<file path="config.mk">
export PLATFORM = sky130hd
export DESIGN_NAME = lut_interp_reader_flat
export DESIGN_NICKNAME = d
export VERILOG_FILES = /design/src/rtl/lut_interp_reader_if.sv /design/src/rtl/lut_interp_reader.sv /design/src/flat_wrapper.sv
export SDC_FILE = /design/constraint.sdc
export NUM_CORES = 1
export LEC_CHECK = 0
export BUFFER_PORTS_ARGS = -buffer_cell sky130_fd_sc_hd__buf_2
export CAP_MARGIN = 0
export CORE_ASPECT_RATIO = 0.8
export CORE_MARGIN = 1
export CORE_UTILIZATION = 53
export CTS_CLUSTER_SIZE = 25
export DETAILED_ROUTE_END_ITERATION = 16
export PLACE_DENSITY_LB_ADDON = 0.12
export SLEW_MARGIN = 25
export SYNTH_ARGS = -nofsm -noshare
export SYNTH_HDL_FRONTEND = slang
export SYNTH_SLANG_ARGS = --single-unit
export TNS_END_PERCENT = 20
</file>
<file path="constraint.sdc">
create_clock -name clk -period 11.3 [get_ports clk]
set_input_delay 2.26 -clock clk [delete_from_list [all_inputs] [get_ports clk]]
set_output_delay 2.26 -clock clk [all_outputs]
set_load 0.01 [all_outputs]
</file>
<file path="src/rtl/lut_interp_reader_if.sv">
// Request, result and table-RAM signals of the LUT interpolating reader.
// The controller connects through the slave modport.
interface lut_interp_reader_if #(
  parameter int ADDR_WIDTH = 10,
  parameter int DATA_WIDTH = 16,
  parameter int FRAC_WIDTH = 6,
  parameter int TABLE_BITS = 1
);
  logic                             in_valid;
  logic                             in_ready;
  logic [TABLE_BITS-1:0]            in_table;
  logic [ADDR_WIDTH+FRAC_WIDTH-1:0] in_phase;
  logic [TABLE_BITS+ADDR_WIDTH-1:0] mem_addr;
  logic                             mem_rd_en;
  logic [DATA_WIDTH-1:0]            mem_rd_data;
  logic                             out_valid;
  logic                             out_ready;
  logic [DATA_WIDTH-1:0]            out_data;
  logic                             busy;

  modport slave (
    input  in_valid, in_table, in_phase, mem_rd_data, out_ready,
    output in_ready, mem_addr, mem_rd_en, out_valid, out_data, busy
  );

  modport master (
    output in_valid, in_table, in_phase, mem_rd_data, out_ready,
    input  in_ready, mem_addr, mem_rd_en, out_valid, out_data, busy
  );
endinterface

</file>
<file path="src/rtl/lut_interp_reader.sv">
// Fetches two adjacent table entries for a fractional phase and returns
// the linearly interpolated sample; all outputs are registered.
module lut_interp_reader #(
  parameter int ADDR_WIDTH  = 10,
  parameter int DATA_WIDTH  = 16,
  parameter int FRAC_WIDTH  = 6,
  parameter int TABLE_BITS  = 1,
  parameter int RD_LATENCY  = 1,
  parameter int SIGNED_DATA = 1,
  parameter int WRAP        = 1
) (
  input  logic               clk,
  input  logic               rst,
  lut_interp_reader_if.slave bus
);
  localparam int PHASE_W = ADDR_WIDTH + FRAC_WIDTH;
  localparam int WIDE_W  = DATA_WIDTH + FRAC_WIDTH + 2;

  typedef enum logic [2:0] {IDLE, RD0, RD1, WAIT, CALC, OUT} state_t;

  state_t                  state;
  logic [TABLE_BITS-1:0]   table_q;
  logic [ADDR_WIDTH-1:0]   index_q;
  logic [ADDR_WIDTH-1:0]   index_next;
  logic [FRAC_WIDTH-1:0]   frac_q;
  logic [DATA_WIDTH-1:0]   a_q;

  logic signed [DATA_WIDTH:0]   a_ext, b_ext, diff;
  logic signed [WIDE_W-1:0]     a_wide, diff_wide, frac_wide, prod, y_wide;

  // NOTE: every variable assigned in always_comb gets a default first so no latch is inferred.
  always_comb begin
    index_next = index_q + 1'b1;
    if (WRAP == 0 && index_q == '1) index_next = index_q;
  end

  // b is never stored: it is consumed straight off the RAM bus in CALC,
  // which is what lets a result appear RD_LATENCY+3 cycles after accept.
  assign a_ext = (SIGNED_DATA != 0) ? {a_q[DATA_WIDTH-1], a_q} : {1'b0, a_q};
  assign b_ext = (SIGNED_DATA != 0) ? {bus.mem_rd_data[DATA_WIDTH-1], bus.mem_rd_data}
                                    : {1'b0, bus.mem_rd_data};
  assign diff      = b_ext - a_ext;
  assign diff_wide = {{(FRAC_WIDTH+1){diff[DATA_WIDTH]}}, diff};
  assign a_wide    = {{(FRAC_WIDTH+1){a_ext[DATA_WIDTH]}}, a_ext};
  assign frac_wide = {{(DATA_WIDTH+2){1'b0}}, frac_q};
  assign prod      = diff_wide * frac_wide;
  assign y_wide    = a_wide + (prod >>> FRAC_WIDTH);

  // NOTE: sequential state uses non-blocking assignments so every register samples pre-edge values.
  always_ff @(posedge clk) begin
    if (rst) begin
      state         <= IDLE;
      bus.in_ready  <= 1'b0;
      bus.out_valid <= 1'b0;
      bus.out_data  <= '0;
      bus.mem_rd_en <= 1'b0;
      bus.mem_addr  <= '0;
      bus.busy      <= 1'b0;
      table_q       <= '0;
      index_q       <= '0;
      frac_q        <= '0;
      a_q           <= '0;
    end else begin
      case (state)
        IDLE: begin
          if (bus.in_valid && bus.in_ready) begin
            table_q       <= bus.in_table;
            index_q       <= bus.in_phase[PHASE_W-1:FRAC_WIDTH];
            frac_q        <= bus.in_phase[FRAC_WIDTH-1:0];
            bus.mem_rd_en <= 1'b1;
            bus.mem_addr  <= {bus.in_table, bus.in_phase[PHASE_W-1:FRAC_WIDTH]};
            bus.in_ready  <= 1'b0;
            bus.busy      <= 1'b1;
            state         <= RD0;
          end else begin
            bus.in_ready  <= 1'b1;
          end
        end
        RD0: begin
          bus.mem_addr <= {table_q, index_next};
          state        <= RD1;
        end
        RD1: begin
          bus.mem_rd_en <= 1'b0;
          // With a one-cycle RAM, a is already on the bus and WAIT is skipped.
          if (RD_LATENCY == 1) begin
            a_q   <= bus.mem_rd_data;
            state <= CALC;
          end else begin
            state <= WAIT;
          end
        end
        WAIT: begin
          a_q   <= bus.mem_rd_data;
          state <= CALC;
        end
        CALC: begin
          bus.out_data  <= y_wide[DATA_WIDTH-1:0];
          bus.out_valid <= 1'b1;
          state         <= OUT;
        end
        OUT: begin
          if (bus.out_ready) begin
            bus.out_valid <= 1'b0;
            bus.in_ready  <= 1'b1;
            bus.busy      <= 1'b0;
            state         <= IDLE;
          end
        end
        default: state <= IDLE;
      endcase
    end
  end
endmodule

</file>
<file path="src/flat_wrapper.sv">
// flat-port wrapper written by rule: the top's interface ports become plain ports
module lut_interp_reader_flat 
#(
  parameter int ADDR_WIDTH  = 10,
  parameter int DATA_WIDTH  = 16,
  parameter int FRAC_WIDTH  = 6,
  parameter int TABLE_BITS  = 1,
  parameter int RD_LATENCY  = 1,
  parameter int SIGNED_DATA = 1,
  parameter int WRAP        = 1
)
  (clk, rst, bus_in_valid, bus_in_table, bus_in_phase, bus_mem_rd_data, bus_out_ready, bus_in_ready, bus_mem_addr, bus_mem_rd_en, bus_out_valid, bus_out_data, bus_busy);
  lut_interp_reader_if #(.ADDR_WIDTH(ADDR_WIDTH), .DATA_WIDTH(DATA_WIDTH), .FRAC_WIDTH(FRAC_WIDTH), .TABLE_BITS(TABLE_BITS)) bus_i ();
  input  logic clk;
  input  logic rst;
  input wire logic [$bits(bus_i.in_valid)-1:0] bus_in_valid;
  input wire logic [$bits(bus_i.in_table)-1:0] bus_in_table;
  input wire logic [$bits(bus_i.in_phase)-1:0] bus_in_phase;
  input wire logic [$bits(bus_i.mem_rd_data)-1:0] bus_mem_rd_data;
  input wire logic [$bits(bus_i.out_ready)-1:0] bus_out_ready;
  output wire logic [$bits(bus_i.in_ready)-1:0] bus_in_ready;
  output wire logic [$bits(bus_i.mem_addr)-1:0] bus_mem_addr;
  output wire logic [$bits(bus_i.mem_rd_en)-1:0] bus_mem_rd_en;
  output wire logic [$bits(bus_i.out_valid)-1:0] bus_out_valid;
  output wire logic [$bits(bus_i.out_data)-1:0] bus_out_data;
  output wire logic [$bits(bus_i.busy)-1:0] bus_busy;
  assign bus_i.in_valid = bus_in_valid;
  assign bus_i.in_table = bus_in_table;
  assign bus_i.in_phase = bus_in_phase;
  assign bus_i.mem_rd_data = bus_mem_rd_data;
  assign bus_i.out_ready = bus_out_ready;
  assign bus_in_ready = bus_i.in_ready;
  assign bus_mem_addr = bus_i.mem_addr;
  assign bus_mem_rd_en = bus_i.mem_rd_en;
  assign bus_out_valid = bus_i.out_valid;
  assign bus_out_data = bus_i.out_data;
  assign bus_busy = bus_i.busy;
  lut_interp_reader #(.ADDR_WIDTH(ADDR_WIDTH), .DATA_WIDTH(DATA_WIDTH), .FRAC_WIDTH(FRAC_WIDTH), .TABLE_BITS(TABLE_BITS), .RD_LATENCY(RD_LATENCY), .SIGNED_DATA(SIGNED_DATA), .WRAP(WRAP)) u_core (.clk(clk), .rst(rst), .bus(bus_i));
endmodule
</file>
==> results.cfg, run 1 <==
[sta]
period_needed_ns = 9.887
hold_violations = 0
tightest_slew_ns = 0.8340
timing.final.crit_share = 0.8749
tns_ns = 0
slew_violations = 0
final-setup-viol-count = 0
fin_worst_skew_ns = 0.007509
slew_headroom = 0.4440
rsz0062_at_grt = false
fmax_mhz = 101.1

[floorplanning]
ioPinCount = 68
die_y_um = 107.5
core.rowCount = 38
die_x_um = 133.9
start_util = 0.5440
core_area_mm2 = 0.01355
dieArea_mm2 = 0.01439

[critical_path]
timing.rr.start = u_core.a_q[0]
cpPeakStageDelay_ns = 0.56
crit_fanout = 6
crit_required_ns = 11.55
crit_end = u_core.bus.out_data[15]
worstSetupEndpointType = flip-flop
startpoint = bus_mem_rd_data[0]
arrival_ns = 10.13
reg2reg_to = u_core.bus.out_data[15]
reg2reg_slack_ns = 3.14
worstSetupStartpointType = input port
crit_slowest_cell = fa_1
reg2reg_depth = 33
path_class = in -> reg
crit_path_frequent_cell = fa_1

[yosys]
synth_fa_ha_area_frac = 0.3075
synth_top_area_share = 0.1819
synth_compound_area_frac = 0.1363
synth_edf_count = 0
synth.distinct_cells = 56
synth-xor-area-share = 0.06127
ys_ff_latch = 67
synth_top_family_by_area = adder cells
async_reset_ff_frac = 0
synthTopCellsByArea = dfxtp_1 (18%), fa_1 (18%), ha_1 (13%), nand2_1 (8.3%), inv_1 (5.8%)
synth_mux_area_frac = 0
synth_seq_area_share = 0.1819
synth_area_mm2 = 0.007372
synth_flop_cell = dfxtp_1
synth_common_cells = nand2_1 (163), inv_1 (113), a21oi_1 (76)
yosys.cell_count.top_type = nand2_1
ys_warn_count = 0
synth_top_cell_by_area = dfxtp_1
postSynthAreaPerCell_um2 = 7.901
synth_simple_gate_area_frac = 0.2359
syn-num-nets = 1111
netlist_instances = 933

[grt]
grt_first_pass_wirelength_um = 28620
grt_busiest_layer = met2
gr-total-overflow = 0
grtUsageMet2 = 0.4067
antenna_found_initial = 0
grt_pass1_vias = 5977
grt_max_degree = 69
grt_usage = 0.2469
use_met3 = 0.05650
grt_util_met1 = 0.3343

[clocking]
cts_sinks = 67
cts_max_path_buffers = 2
cts_hold_buffers = 0
cts_buffers = 9
cts_htree_levels = 3
postCtsSetupBuffers = 0
cts_tree = done
cts_resized = 0
clk_latency_ns = 0.33
clkSlewWorstSetupHoldPaths_ns = 0.05
cts_root_buf = clkbuf_16

[job]
drv_cap = 0

[place]
hpwlAfterDp_um = 13170
gp_congestion = 0.8617
numPortBuffers = 67

[min_path]
hold_class = reg -> reg

[routing]
postRouteAntennaNets = 0
drtPass1Iterations = 11
routedWlPerCell_um = 14.19
drc_errors = 1
dr_total_vias = 6284
vias_per_cell = 5.389
initialDrtViolationCount = 214
wirelength_um = 16550

[pwr]
p_leak_uw = 0.003934
finalPower_uw = 839.1
ir_drop_v = 0.00008278
p_per_area_mw_per_mm2 = 103.0

[layout]
drive_above_1_share = 0.1024
fin_nets = 1159
areaGrowthSynthToFinish_pct = 10.51
diodes = 0
nFillCells = 1268

[status]
status = finished with violations
violations = design-rule violations
==> layout by cell type, fill, tap and decap left out, types with 3 or more instances in the layout <==
cell / count
a31oi_1: 10
buf_4: 8
fa_1: 67
xor2_1: 9
and2_1: 65
clkinv_2: 3
o22ai_1: 5
clkbuf_16: 9
nor3_1: 13
nand2_1: 163
or4_1: 7
a22oi_1: 3
o21ai_1: 5
or2_2: 5
o311ai_0: 3
nand2b_1: 7
o311ai_1: 3
nor3b_1: 7
dfxtp_1: 67
inv_1: 113
nor2b_1: 13
o21ai_0: 15
and3_1: 6
a21oi_1: 76
buf_2: 67
ha_1: 74
a21o_1: 9
a211oi_1: 7
or3_1: 5
a311oi_1: 6
nand3_1: 16
nor2_1: 40
o21a_1: 4
o31ai_1: 4
xnor2_1: 40
==> critical path: cells and delay by family <==
kind	cells	cell delay, ns
adder cells (fa/ha/maj)	8	3.29
AO/OA/AOI/OAI	12	2.14
AND/OR/NAND/NOR	8	1.33
XOR/XNOR	3	0.86
buffers and inverters	4	0.22
==> sequential cells by signal, summed over array words and instances (netlist names) <==
register	count
u_core.bus.out_data	16
u_core.bus.mem_addr	11
u_core.bus.in_ready	1
u_core.index_q	10
u_core.state	3
u_core.bus.mem_rd_en	1
u_core.bus.busy	1
u_core.frac_q	6
u_core.table_q	1
u_core.bus.out_valid	1
u_core.a_q	16
==> per-layer routing <==
layer	wire (µm)	vias to the layer above
li1	-	3164
met1	7912	2962
met2	7587	138
met3	858	20
met4	193	0
met5	0	-
==> kinds of logic after synthesis <==
| kind of cell | Yosys count |
|---|---|
| buffers and inverters | 151 |
| adders and majority gates | 141 |
| xor gates and xnor gates | 50 |
| and+or+nand+nor | 360 |
| DFF | 67 |
| AOI/OAI and AO/OA | 164 |
==> through the flow <==
| stage | hold slack, ns | worst slack (ns) | util | instance area [µm²] | cells |
|---|---|---|---|---|---|
| 3_3_place_gp | 0.4391 | 1.215 | 0.5797 | 7855 | 1150 |
| 6_report | 0.4487 | 1.413 | 0.6012 | 8147 | 1166 |
| 2_1_floorplan | 0.4366 | 2.104 | - | 7372 | 933 |
| 5_1_grt | 0.4602 | 0.8345 | 0.6012 | 8147 | 1166 |
| 4_1_cts | 0.4512 | 1.412 | 0.6010 | 8144 | 1166 |
| 3_5_place_dp | 0.4428 | 1.147 | 0.5799 | 7858 | 1150 |
==> power by group <==
part	total (µW)	switching (µW)	internal (µW)
sequential	263	13.6	250
clock	269	99.6	170
combinational	306	183	123
total	839	296	543
==> how the worst min path moves through the flow <==
stage                                  from                       to  slack (ns)  cells past startpoint
floorplan                    u_core.table_q           u_core.table_q        0.44                      2
global placement     u_core.bus.out_data[8]   u_core.bus.out_data[8]        0.44                      2
detailed placement   u_core.bus.out_data[4]   u_core.bus.out_data[4]        0.44                      2
CTS                  u_core.bus.out_data[4]   u_core.bus.out_data[4]        0.45                      2
global route        u_core.bus.out_data[12]  u_core.bus.out_data[12]        0.46                      2
finish               u_core.bus.out_data[3]   u_core.bus.out_data[3]        0.45                      2
==> final cells by class <==
cell class / instances / area [µm²] / area share
well taps: 180 / 225.2 / 0.02765
inverters: 113 / 424.2 / 0.05207
clock buffers: 11 / 232.7 / 0.02857
repair buffers: 75 / 395.4 / 0.04853
clock inverters: 5 / 53.80 / 0.006604
multi-input cells: 715 / 5474 / 0.6719
flip-flops and latches: 67 / 1341 / 0.1646
No activity file was read; power rests on OpenSTA's default activity.
==> run 2: changes to the inputs <==
--- a/config.mk
+++ b/config.mk
@@ -7,8 +7,7 @@
 export LEC_CHECK = 0
 export BUFFER_PORTS_ARGS = -buffer_cell sky130_fd_sc_hd__buf_2
 export CAP_MARGIN = 0
-export CORE_ASPECT_RATIO = 0.8
-export CORE_MARGIN = 1
+export CORE_ASPECT_RATIO = 1.75
 export CORE_UTILIZATION = 53
 export CTS_CLUSTER_SIZE = 25
 export DETAILED_ROUTE_END_ITERATION = 16
==> run 2 against run 1 <==
Compared with the run above: the flow now finishes without violations; sequential cell count stayed put; wire length grew 7.6%; cell area is essentially flat.
==> results.cfg, run 2 (same netlist as run 1, synthesis figures left out) <==
[place]
hpwlAfterDp_um = 14140
numPortBuffers = 67
gp_congestion = 0.8689

[grt]
antenna_found_initial = 0
gr-total-overflow = 0
grt_max_degree = 69
grt_pass1_vias = 6344
grt_usage = 0.2620
grt_first_pass_wirelength_um = 29730

[critical_path]
startpoint = bus_mem_rd_data[0]
timing.rr.start = u_core.a_q[1]
crit_fanout = 6
worstSetupStartpointType = input port
crit_slowest_cell = fa_1
reg2reg_slack_ns = 2.97
crit_path_frequent_cell = fa_1
worstSetupEndpointType = flip-flop
path_class = in -> reg
cpPeakStageDelay_ns = 0.55
crit_required_ns = 11.55
arrival_ns = 10.29

[sta]
slew_violations = 0
fin_worst_skew_ns = 0.005439
tightest_slew_ns = 1.027
timing.final.crit_share = 0.8883
rsz0062_at_grt = false
fmax_mhz = 99.63
tns_ns = 0
holdWs_ns = 0.4531
period_needed_ns = 10.04
hold_violations = 0
slew_headroom = 0.3152
final-setup-viol-count = 0

[clocking]
cts_tree = done
cts_buffers = 9
cts_root_buf = clkbuf_16
cts_max_path_buffers = 2
cts_resized = 0
clkSlewWorstSetupHoldPaths_ns = 0.06
cts_htree_levels = 3
cts_hold_buffers = 0
clk_latency_ns = 0.33
cts_sinks = 67
postCtsSetupBuffers = 0

[layout]
layout_common_cells = nand2_1 (163), inv_1 (113), a21oi_1 (76)
fin_util = 0.6057
regArea_mm2 = 0.001341
areaGrowthSynthToFinish_pct = 10.54
diodes = 0
layout_commonest_cell = nand2_1
top_regs = u_core.a_q: 16 flops, u_core.bus.out_data: 16 flops, u_core.bus.mem_addr: 11 flops
fin_nets = 1157
drive_above_1_share = 0.09969
nFillCells = 1300
multi_input_area_mm2 = 0.005469

[routing]
postRouteAntennaNets = 0
drtPass1Iterations = 5
dr_total_vias = 6258
drc_errors = 0
initialDrtViolationCount = 181
wirelength_um = 17810
vias_per_cell = 5.409
routedWlPerCell_um = 15.39

[floorplanning]
die_y_um = 158.0
die_x_um = 91.16
dieArea_mm2 = 0.01440
ioPinCount = 68
core.rowCount = 56
start_util = 0.5480
core_area_mm2 = 0.01345

[status]
status = complete, no violations

[pwr]
p_leak_uw = 0.003924
ir_drop_v = 0.0001103
p_per_area_mw_per_mm2 = 107.8

[job]
drv_cap = 0

[min_path]
hold_class = reg -> reg
hold_path.startpoint = u_core.bus.out_data[10]
## run 2: cell count changes in the layout (fill, tap and decap cells not counted), sizes merged
cell      before  now
clkinvlp       0    3
buf           75   73
bufinv         1    2
clkbuf        11    9
clkinv         4    1
## run 2: path summary, 6_finish.rpt
check,endpoint,depth (start not counted)
worst max-delay path,u_core.bus.out_data[15],35
worst min-delay path,u_core.bus.out_data[10],2
worst max register to register,u_core.bus.out_data[15],34
worst min register to register,u_core.bus.out_data[10],2
## run 2: metal layers
layer / track usage / wire, µm
met4: 0.09448 / 403
met3: 0.03410 / 517
met2: 0.5094 / 9779
met1: 0.2870 / 7108
met5: 0 / 0
## run 2: final cells by class
| cell class | count | area share |
|---|---|---|
| flip-flops and latches | 67 | 0.1646 |
| clock inverters | 6 | 0.01121 |
| inverters | 113 | 0.05205 |
| clock buffers | 9 | 0.02764 |
| multi-input cells | 715 | 0.6711 |
| repair buffers | 73 | 0.04668 |
| well taps | 174 | 0.02672 |
## run 2: per-stage QoR
stage | cell area, µm² | total power, µW | worst slack (ns) | std cells
after detailed placement | 7833 | 574.3 | 0.9127 | 1142
final | 8149 | 878.7 | 1.263 | 1157
after CTS | 8149 | 883.9 | 1.233 | 1157
after global placement | 7833 | 572.7 | 0.9675 | 1142
after global routing | 8149 | 936.5 | 0.7133 | 1157
after floorplan | 7372 | 494.6 | 2.104 | 933
## run 2: critical path: cells and delay by family
kind                     cells  cell delay (ns)
adder cells (fa/ha/maj)      8             3.26
AO/OA/AOI/OAI               12             2.19
AND/OR/NAND/NOR              8             1.46
XOR/XNOR                     3             0.88
buffers and inverters        4             0.25
## run 2: power by group
part           switching [µW]  leakage, µW  internal, µW
registers                17.4     0.000544           250
logic                     180      0.00324           123
clock network             116     0.000144           192
total                     313      0.00392           565
